**config.mk**
```make
export PLATFORM = sky130hd
export DESIGN_NAME = ptvm_multi_vend_fsm
export DESIGN_NICKNAME = d
export VERILOG_FILES = /design/src/rtl/ptvm_multi_vend_fsm.sv
export SDC_FILE = /design/constraint.sdc
export NUM_CORES = 1
export LEC_CHECK = 0
export CAP_MARGIN = 10
export CORE_MARGIN = 2
export CORE_UTILIZATION = 40
export DETAILED_ROUTE_END_ITERATION = 10
export GPL_ROUTABILITY_DRIVEN = 0
export PLACE_DENSITY_LB_ADDON = 0.2
export SLEW_MARGIN = 40
export SYNTH_ARGS = -nofsm -noshare
export SYNTH_HDL_FRONTEND = slang
export SYNTH_SLANG_ARGS = --single-unit
```
**constraint.sdc**
```tcl
create_clock -name clock -period 11.01 [get_ports clock]
set_input_delay 2.202 -clock clock [delete_from_list [all_inputs] [get_ports clock]]
set_output_delay 2.202 -clock clock [all_outputs]
set_load 0.005 [all_outputs]
```
**src/rtl/ptvm_multi_vend_fsm.sv**
```systemverilog
// Multi-product vending controller: coin credit, priced selection,
// cancel/refund and serial greedy change payout.
module ptvm_multi_vend_fsm #(
    parameter int                          CREDIT_W   = 8,
    parameter int                          NUM_PROD   = 4,
    parameter logic [NUM_PROD*CREDIT_W-1:0] PRICES    = {8'd9, 8'd6, 8'd5, 8'd3},
    parameter int                          MAX_CREDIT = 20
) (
    input  logic                          clock,
    input  logic                          reset,
    input  logic [2:0]                    coin,
    input  logic [$clog2(NUM_PROD)-1:0]   sel,
    input  logic                          sel_valid,
    input  logic                          cancel,
    output logic                          vend,
    output logic [$clog2(NUM_PROD)-1:0]   vend_id,
    output logic [2:0]                    change_coin,
    output logic [CREDIT_W-1:0]           credit,
    output logic [1:0]                    state,
    output logic                          coin_reject,
    output logic                          no_funds
);

    localparam int SW = $clog2(NUM_PROD);
    localparam int NW = CREDIT_W + 1;

    typedef enum logic [1:0] {
        S_IDLE    = 2'b00,
        S_COLLECT = 2'b01,
        S_VEND    = 2'b10,
        S_CHANGE  = 2'b11
    } state_t;

    state_t              state_q, state_d;
    logic [CREDIT_W-1:0] credit_q, credit_d;
    logic                vend_q, vend_d;
    logic [SW-1:0]       vend_id_q, vend_id_d;
    logic [2:0]          change_q, change_d;
    logic                reject_q, reject_d;
    logic                no_funds_q, no_funds_d;

    logic                coin_ok;
    logic [CREDIT_W-1:0] coin_units;
    logic [NW-1:0]       next_w;
    logic                accept;
    logic [CREDIT_W-1:0] cr;
    logic                sel_ok;
    logic [CREDIT_W-1:0] price;

    // Greedy payout: largest coin that still fits the remaining credit.
    function automatic logic [2:0] pay_code(input logic [CREDIT_W-1:0] c);
        if (c >= CREDIT_W'(5)) begin
            return 3'b101;
        end else if (c >= CREDIT_W'(2)) begin
            return 3'b010;
        end else begin
            return 3'b001;
        end
    endfunction

    function automatic logic [CREDIT_W-1:0] pay_units(input logic [CREDIT_W-1:0] c);
        if (c >= CREDIT_W'(5)) begin
            return CREDIT_W'(5);
        end else if (c >= CREDIT_W'(2)) begin
            return CREDIT_W'(2);
        end else begin
            return CREDIT_W'(1);
        end
    endfunction

    always_comb begin
        coin_ok    = 1'b1;
        coin_units = '0;
        unique case (coin)
            3'b000:  coin_units = CREDIT_W'(0);
            3'b001:  coin_units = CREDIT_W'(1);
            3'b010:  coin_units = CREDIT_W'(2);
            3'b011:  coin_units = CREDIT_W'(3);
            3'b100:  coin_units = CREDIT_W'(4);
            3'b101:  coin_units = CREDIT_W'(5);
            default: coin_ok    = 1'b0;
        endcase
    end

    // One extra bit so a coin on top of a near-full credit cannot wrap.
    assign next_w = {1'b0, credit_q} + {1'b0, coin_units};
    assign accept = coin_ok && (next_w <= NW'(MAX_CREDIT));
    assign cr     = accept ? next_w[CREDIT_W-1:0] : credit_q;
    assign sel_ok = (int'(sel) < NUM_PROD);

    always_comb begin
        price = '0;
        for (int i = 0; i < NUM_PROD; i++) begin
            if (int'(sel) == i) begin
                price = PRICES[i*CREDIT_W +: CREDIT_W];
            end
        end
    end

    always_comb begin
        state_d    = state_q;
        credit_d   = credit_q;
        vend_d     = 1'b0;
        vend_id_d  = vend_id_q;
        change_d   = 3'b000;
        reject_d   = 1'b0;
        no_funds_d = 1'b0;
        unique case (state_q)
            S_IDLE, S_COLLECT: begin
                reject_d = !accept;
                credit_d = cr;
                if (cancel) begin
                    if (cr != '0) begin
                        state_d  = S_CHANGE;
                        change_d = pay_code(cr);
                        credit_d = cr - pay_units(cr);
                    end
                end else if (sel_valid && sel_ok && (cr >= price)) begin
                    state_d   = S_VEND;
                    vend_d    = 1'b1;
                    vend_id_d = sel;
                    credit_d  = cr - price;
                end else begin
                    no_funds_d = sel_valid;
                    state_d    = (cr != '0) ? S_COLLECT : S_IDLE;
                end
            end
            S_VEND, S_CHANGE: begin
                reject_d = (coin != 3'b000);
                if (credit_q != '0) begin
                    state_d  = S_CHANGE;
                    change_d = pay_code(credit_q);
                    credit_d = credit_q - pay_units(credit_q);
                end else begin
                    state_d = S_IDLE;
                end
            end
            default: state_d = S_IDLE;
        endcase
    end

    always_ff @(posedge clock or posedge reset) begin
        if (reset) begin
            state_q    <= S_IDLE;
            credit_q   <= '0;
            vend_q     <= 1'b0;
            vend_id_q  <= '0;
            change_q   <= 3'b000;
            reject_q   <= 1'b0;
            no_funds_q <= 1'b0;
        end else begin
            state_q    <= state_d;
            credit_q   <= credit_d;
            vend_q     <= vend_d;
            vend_id_q  <= vend_id_d;
            change_q   <= change_d;
            reject_q   <= reject_d;
            no_funds_q <= no_funds_d;
        end
    end

    assign vend        = vend_q;
    assign vend_id     = vend_id_q;
    assign change_coin = change_q;
    assign credit      = credit_q;
    assign state       = state_q;
    assign coin_reject = reject_q;
    assign no_funds    = no_funds_q;

endmodule

```
==> results of run 1 <==
==> registers in the layout, indices dropped and copies added, names as in the netlist <==
register / count
coin_reject: 1
credit: 8
vend: 1
no_funds: 1
state: 2
change_coin: 3
vend_id: 2
==> layout by cell type, fill, tap and decap left out, types with 2 or more instances in the layout <==
master and instances:
clkbuf_8 3, dfrtp_1 18, xnor2_1 12, nor2_1 16, mux2i_1 2, mux2_2 2
nor2b_1 6, or2_2 3, o221ai_1 5, nand2_2 3, o2111ai_1 2, nand2_1 17
ha_1 17, a21oi_1 9, nand3_1 3, clkdlybuf4s50_1 26, inv_1 23, nor4_1 2
nand2b_1 8, o21a_1 2, fa_1 4, o211ai_1 4, nor3_2 2, a21o_1 4
o21ai_0 15, xor2_1 8, a21boi_0 2, nor3_1 9, and2b_1 2, o22ai_1 3
and2_1 4
==> final cells by class <==
class,count,area (sq um),area share [%]
clock buffer,3,41.29,1.690
inverter,23,86.33,3.533
tap,70,87.58,3.584
timing repair buffer,27,265.3,10.86
sequential,18,450.4,18.43
multi-input combinational,197,1513,61.90
==> critical path: stages <==
cell and delay (ps):
clkdlybuf4s50_1 470, nand2_1 130, and2_1 130, ha_1 230, inv_1 70, fa_1 390, and2b_1 280, o211ai_1 110
a22oi_1 430, a211o_1 420, mux2_2 440, fa_1 480, a21boi_0 140, o21ai_0 210, inv_1 80, o2111ai_1 90
o211ai_1 240, buf_2 250, nor3_1 340, a21oi_1 110, nor2_1 120, o22ai_1 90
==> worst max-delay path by stage <==
| stage | startpoint | end | slack, ps | cells past startpoint |
|---|---|---|---|---|
| 2_1_floorplan | coin[1] | credit[7] | 4700 | 22 |
| 3_3_place_gp | coin[1] | credit[7] | 3420 | 21 |
| 3_5_place_dp | coin[1] | credit[7] | 3340 | 21 |
| 4_1_cts | coin[1] | credit[7] | 3580 | 21 |
| 5_1_grt | coin[1] | credit[6] | 3260 | 22 |
| 6_report | coin[1] | credit[6] | 3700 | 22 |
==> power breakdown <==
group | internal [mW] | switching [mW]
clock | 0.0244 | 0.0234
sequential | 0.0876 | 0.0532
combinational | 0.226 | 0.256
total | 0.338 | 0.333
==> cell families after synthesis <==
group	after synthesis
buffers and inverters	35
adder cells (fa/ha/maj)	21
AO/OA/AOI/OAI	66
multiplexers	6
XOR/XNOR	20
AND/OR/NAND/NOR	84
flip-flops	18
==> routing by layer <==
layer	vias up	GRT usage (%)
met5	-	0
met4	0	6.364
met3	9	3.765
met2	40	30.53
met1	850	25.64
li1	914	-
==> per-stage QoR <==
step,worst slack (ps),utilization (%),power (mW),std cells
2_1_floorplan,4696,-,0.4899,250
6_report,3701,47.84,0.6703,338
4_1_cts,3583,47.75,0.6685,337
3_5_place_dp,3338,46.94,0.6167,334
3_3_place_gp,3417,46.94,0.6209,334
5_1_grt,3261,47.84,0.7367,338
==> summary.txt, run 1 <==
Run status -> completed
Total power divided by cell area -> 274.3 nW/um^2
Share of synthesized cell area in full adder, half adder and majority cells -> 13.83%
Worst-skew pair later-pin latency -> 260 ps
Worst-case clock buffer depth -> 2
Synth Area in XOR/XNOR -> 8.274%
Sinks on Clock Net -> 18
Worst Reg2Reg Path Length in Cells -> 19
Placeable core region -> 5107 sq um
Synthesized area per cell -> 8.468 sq um
Area of the mapped netlist -> 2117 sq um
Hpwl dp -> 4.179 mm
Average detailed-routed wire length per instance -> 15.72 um
Req. time, crit path -> 11150 ps
Number of vias per cell -> 5.364
Worst r2r dst -> credit[6]
Gr ovfl total -> 0
Post-route ant nets -> 0
Worst clock skew on the final layout -> 2.954 ps
Die Span X -> 76.75 um
Detailed Route WL -> 5.312 mm
Total DRC errors in the routed layout -> 0
Post-synth ARST share -> 100.0%
Area after DPL -> 2397 sq um
Die area -> 5891 sq um
Worst supply voltage drop on vdd -> 0.00009475 V
TritonCTS Buffers -> 3
Share of cell area taken by muxes after synthesis -> 3.783%
Proportion of synthesized chip area in sequential cells -> 21.28%
Simple-gate portion of the synthesized area -> 21.39%
Most instantiated library cell after synthesis -> inv_1
Post-synthesis cell type with the largest combined area -> dfrtp_1
Max_cap viols -> 0
Post-CTS sizing -> 0
Clock tree from TritonCTS -> done
Setup tns final -> 0 ps
Top cells by area, synth -> dfrtp_1, ha_1, xnor2_1, inv_1, fa_1
Largest family of logic cells by synthesized area -> compound AO/OA/AOI/OAI gates
Final setup vio count -> 0
Top routing layer in use -> met4
Maximum net fanout on the critical path -> 9
First-pass detailed-route iteration total -> 4
Path type of the worst min-delay path -> reg -> reg
Share of the synthesized area in the top cell type -> 21.28%
Final hold viol count -> 0
Number of warnings printed during yosys synthesis -> 0
Sum of met3 wire segment lengths after detailed routing -> 199 um
Highest clock rate -> 136.8 MHz
Filler Cell Count -> 515
Final hold slack -> 480.6 ps
Most instantiated cells after synthesis -> inv_1, dfrtp_1, ha_1, nand2_1, nor2_1
Cell area after layout -> 2444 sq um
Dominant register cell in the synthesized netlist -> dfrtp_1
Synth Instances -> 250
Cts-stage hold buffer count -> 0
Setup CP Type -> in -> reg
Via count of the routed design -> 1813
Number of synthesized register bits -> 18
Period Utilization, post-route -> 66.39%
Time the final worst path needs with I/O delays and setup -> 7309 ps
Start of the worst register-to-register path -> credit[0]
Startpoint of the lowest-slack hold path -> vend_id[1]
Count of antenna diodes in the layout -> 0
Data arrival, critical path -> 7450 ps
Total number of H-tree levels -> 1
Routed met1 length -> 2.623 mm
Post-synth EDFFs -> 0
Initial standard-cell utilization of the core -> 41.45%
Startpoint type of the worst setup path -> primary input
Library cell used as clock root buffer -> clkbuf_8
Synth Net Count -> 280
Proportion of layout cells with a drive suffix above 1 -> 10.07%
GRT Overall Usage -> 19.05%
Number of ports placed on the die boundary -> 27
Routed met2 length -> 2.403 mm
Largest net degree at the start of global routing -> 20
Headroom to the max-slew limit -> 50.88%
Unique cell type count in the Yosys netlist -> 64
Area Overhead vs Synth -> 15.43%
Worst hold path stage count -> 2
RSZ-0062 raised after global routing -> false
Number of antenna violations at the first check in global routing -> 0
Postcts setup bufs -> 0
Number of violations reported at the end of detailed-routing iteration 0 -> 125
Leakage Power -> 1.038 nW
Register-to-register path setup slack -> 5800 ps
Synth Area in Compound Gates -> 24.17%
First-pass GRT wire length -> 9.039 mm
Vias in the first global route -> 1885
Clock-pin slew reported for the worst setup and hold paths after clock tree synthesis -> 70 ps
Std-Cell Rows -> 26
Crit. End Element -> flip-flop
Port-buffer cells -> 26
End point of the worst hold path -> vend_id[1]
Nets -> 300
Final slew viol count -> 0
Tightest Pin Transition -> 736.1 ps
Chip Height -> 76.75 um
Note: power is estimated with default switching activity, not from simulation.
==> run 2, diff against run 1 <==
Clock period 11.01 ns to 6.4 ns, I/O delays scaled along.
==> summary.txt, run 2 (same netlist as run 1, synthesis figures left out) <==
Clock tree from TritonCTS -> done (unchanged)
Setup tns final -> 0 ps (unchanged)
Port-buffer cells -> 26 (unchanged)
Number of placed instances with taps included -> 339 (was 334)
Std-Cell Rows -> 26 (unchanged)
Via count of the routed design -> 1867 (was 1813)
Initial standard-cell utilization of the core -> 41.45% (unchanged)
First-pass GRT wire length -> 9.121 mm (was 9.039 mm)
Worst supply voltage drop on vdd -> 0.0002569 V (was 0.00009475 V)
Data arrival, critical path -> 6140 ps (was 7450 ps)
Period Utilization, post-route -> 93.71%
First-pass detailed-route iteration total -> 4 (unchanged)
Maximum net fanout on the critical path -> 6 (was 9)
Die Span X -> 76.75 um (unchanged)
Sinks on Clock Net -> 18 (unchanged)
Max_cap viols -> 0 (unchanged)
Average detailed-routed wire length per instance -> 15.80 um (was 15.72 um)
Number of violations reported at the end of detailed-routing iteration 0 -> 203 (was 125)
End point of the worst hold path -> vend_id[1] (unchanged)
Detailed Route WL -> 5.420 mm (was 5.312 mm)
Chip Height -> 76.75 um (unchanged)
Time the final worst path needs with I/O delays and setup -> 5998 ps
Gr ovfl total -> 0 (unchanged)
Ordered cell list for the critical path -> clkdlybuf4s50_1, nand2_1, and2_1, ha_1, inv_1, fa_1, and2b_1, o2111a_1, o211ai_1, a211o_2, mux2i_4, ha_1, fa_1, a21boi_0, o21ai_1, inv_1, o2111ai_1, o211ai_1, nor3_1, a21oi_1, nor2_1, o22ai_1 (was clkdlybuf4s50_1, nand2_1, and2_1, ha_1, inv_1, fa_1, and2b_1, o211ai_1, a22oi_1, a211o_1, mux2_2, fa_1, a21boi_0, o21ai_0, inv_1, o2111ai_1, o211ai_1, buf_2, nor3_1, a21oi_1, nor2_1, o22ai_1)
GRT Overall Usage -> 19.35% (was 19.05%)
Total DRC errors in the routed layout -> 0 (unchanged)
Library cell used as clock root buffer -> clkbuf_8 (unchanged)
Worst hold path stage count -> 2 (unchanged)
Commonest non-fill, non-tap cells in the layout -> clkdlybuf4s50_1, inv_1, dfrtp_1 (unchanged)
Path type of the worst min-delay path -> reg -> reg (unchanged)
Req. time, crit path -> 6540 ps (was 11150 ps)
Leakage Power -> 1.065 nW (was 1.038 nW)
Count of antenna diodes in the layout -> 0 (unchanged)
Crit. End Element -> flip-flop (unchanged)
Worst clock skew on the final layout -> 0.8538 ps (was 2.954 ps)
Largest stage delay on the critical path -> 480 ps (about the same)
Area Overhead vs Synth -> 17.67% (was 15.43%)
Hpwl dp -> 4.298 mm (was 4.179 mm)
Final slew viol count -> 0 (unchanged)
Nets -> 304 (was 300)
Die area -> 5891 sq um (unchanged)
Max FFs per register -> 8 (unchanged)
Tightest Pin Transition -> 720.9 ps (was 736.1 ps)
Post-route ant nets -> 0 (unchanged)
Worst path slowest cell -> clkdlybuf4s50_1 (was fa_1)
TritonCTS Buffers -> 3 (unchanged)
Headroom to the max-slew limit -> 51.89% (was 50.88%)
Startpoint type of the worst setup path -> primary input (unchanged)
RSZ-0062 raised after global routing -> false (unchanged)
Finished Layout Cells -> 343 (was 338)
Number of vias per cell -> 5.443 (was 5.364)
Number of ports placed on the die boundary -> 27 (unchanged)
Worst-skew pair later-pin latency -> 260 ps (about the same)
Start of the worst register-to-register path -> credit[0] (unchanged)
Worst Reg2Reg Path Length in Cells -> 19 (unchanged)
Placeable core region -> 5107 sq um (unchanged)
Run status -> completed (unchanged)
Vias in the first global route -> 1836 (was 1885)
Largest net degree at the start of global routing -> 20 (unchanged)
Final hold viol count -> 0 (unchanged)
Startpoint of the lowest-slack hold path -> vend_id[1] (unchanged)
Register-to-register path setup slack -> 1580 ps (was 5800 ps)
Postcts setup bufs -> 0 (unchanged)
Worst-case clock buffer depth -> 2 (unchanged)
Filler Cell Count -> 527 (was 515)
Proportion of layout cells with a drive suffix above 1 -> 12.09% (was 10.07%)
Final setup vio count -> 0 (unchanged)
Number of antenna violations at the first check in global routing -> 0 (unchanged)
Leading cell type in the layout, fill and taps excluded -> clkdlybuf4s50_1 (unchanged)
Total power divided by cell area -> 482.7 nW/um^2 (was 274.3 nW/um^2)
Clock-pin slew reported for the worst setup and hold paths after clock tree synthesis -> 70 ps (about the same)
Highest clock rate -> 166.7 MHz
Worst r2r dst -> credit[6] (unchanged)
Total number of H-tree levels -> 1 (unchanged)
Setup CP Type -> in -> reg (unchanged)
## run 2: changes by cell type in the layout (fill, tap and decap cells not counted)
cell,before,now
buf_4,0,5
a211o_1,1,0
a211o_2,0,1
buf_2,1,0
clkbuf_8,3,4
o21ai_0,15,14
o21ai_1,0,1
## run 2: per-layer routing
metal / global-route usage, % / share of wire [%] / up-vias
met5: 0 / 0 / -
met4: 5.273 / 1.9 / 0
met3: 3.176 / 5.5 / 11
met2: 30.53 / 46 / 49
met1: 27.33 / 47 / 883
li1: - / - / 924
## run 2: area by class of cell
cell class | count | area (sq um) | area share [%]
Multi-Input combinational cell | 197 | 1514 | 60.77
Tap cell | 70 | 87.58 | 3.516
Sequential cell | 18 | 450.4 | 18.08
Clock buffer | 4 | 55.05 | 2.210
Inverter | 23 | 86.33 | 3.466
Timing Repair Buffer | 31 | 297.8 | 11.95
## run 2: critical path, delay by kind of cell
kind	cells	cell delay, ps
fa+ha+maj	4	1280
buf+inv	3	630
compound gates	9	1620
mux	1	230
simple gates	5	1100
## run 2: power by group
group          switching [mW]  internal [mW]
sequential             0.0937          0.151
combinational           0.455          0.407
clock                  0.0420         0.0548
## run 2: per-stage QoR
step / worst slack [ps] / power, mW / cell area (sq um) / hold slack [ps] / util, %
after floorplan: 1008 / 0.8428 / 2117 / 470.8 / -
after global placement: 151.0 / 1.097 / 2435 / 470.7 / 47.67
after detailed placement: 55.00 / 1.091 / 2435 / 483.7 / 47.67
after CTS: 315.4 / 1.194 / 2490 / 500.8 / 48.75
after global routing: 40.13 / 1.309 / 2491 / 526.6 / 48.78
final: 402.4 / 1.203 / 2491 / 491.5 / 48.78
## run 2: worst max-delay path by stage
stage | start | end | slack, ps
finish | coin[1] | credit[6] | 400
global route | coin[1] | credit[6] | 40
CTS | coin[1] | credit[6] | 320
detailed placement | coin[1] | credit[6] | 60
global placement | coin[1] | credit[7] | 150
floorplan | coin[1] | credit[7] | 1010
## run 2: timing repair
| action | 4_1_cts | 5_1_grt |
|---|---|---|
| hold buffers | 0 | 0 |
| setup endpoints to repair | 0 | 3 |
| resized for setup | 0 | 2 |
==> run 3, diff against run 2 <==
Settings changed: CAP_MARGIN 10 to not set, SLEW_MARGIN 40 to not set.
==> results of run 3 <==
No change in the layout: final DEF, timing and power equal those of run 2.
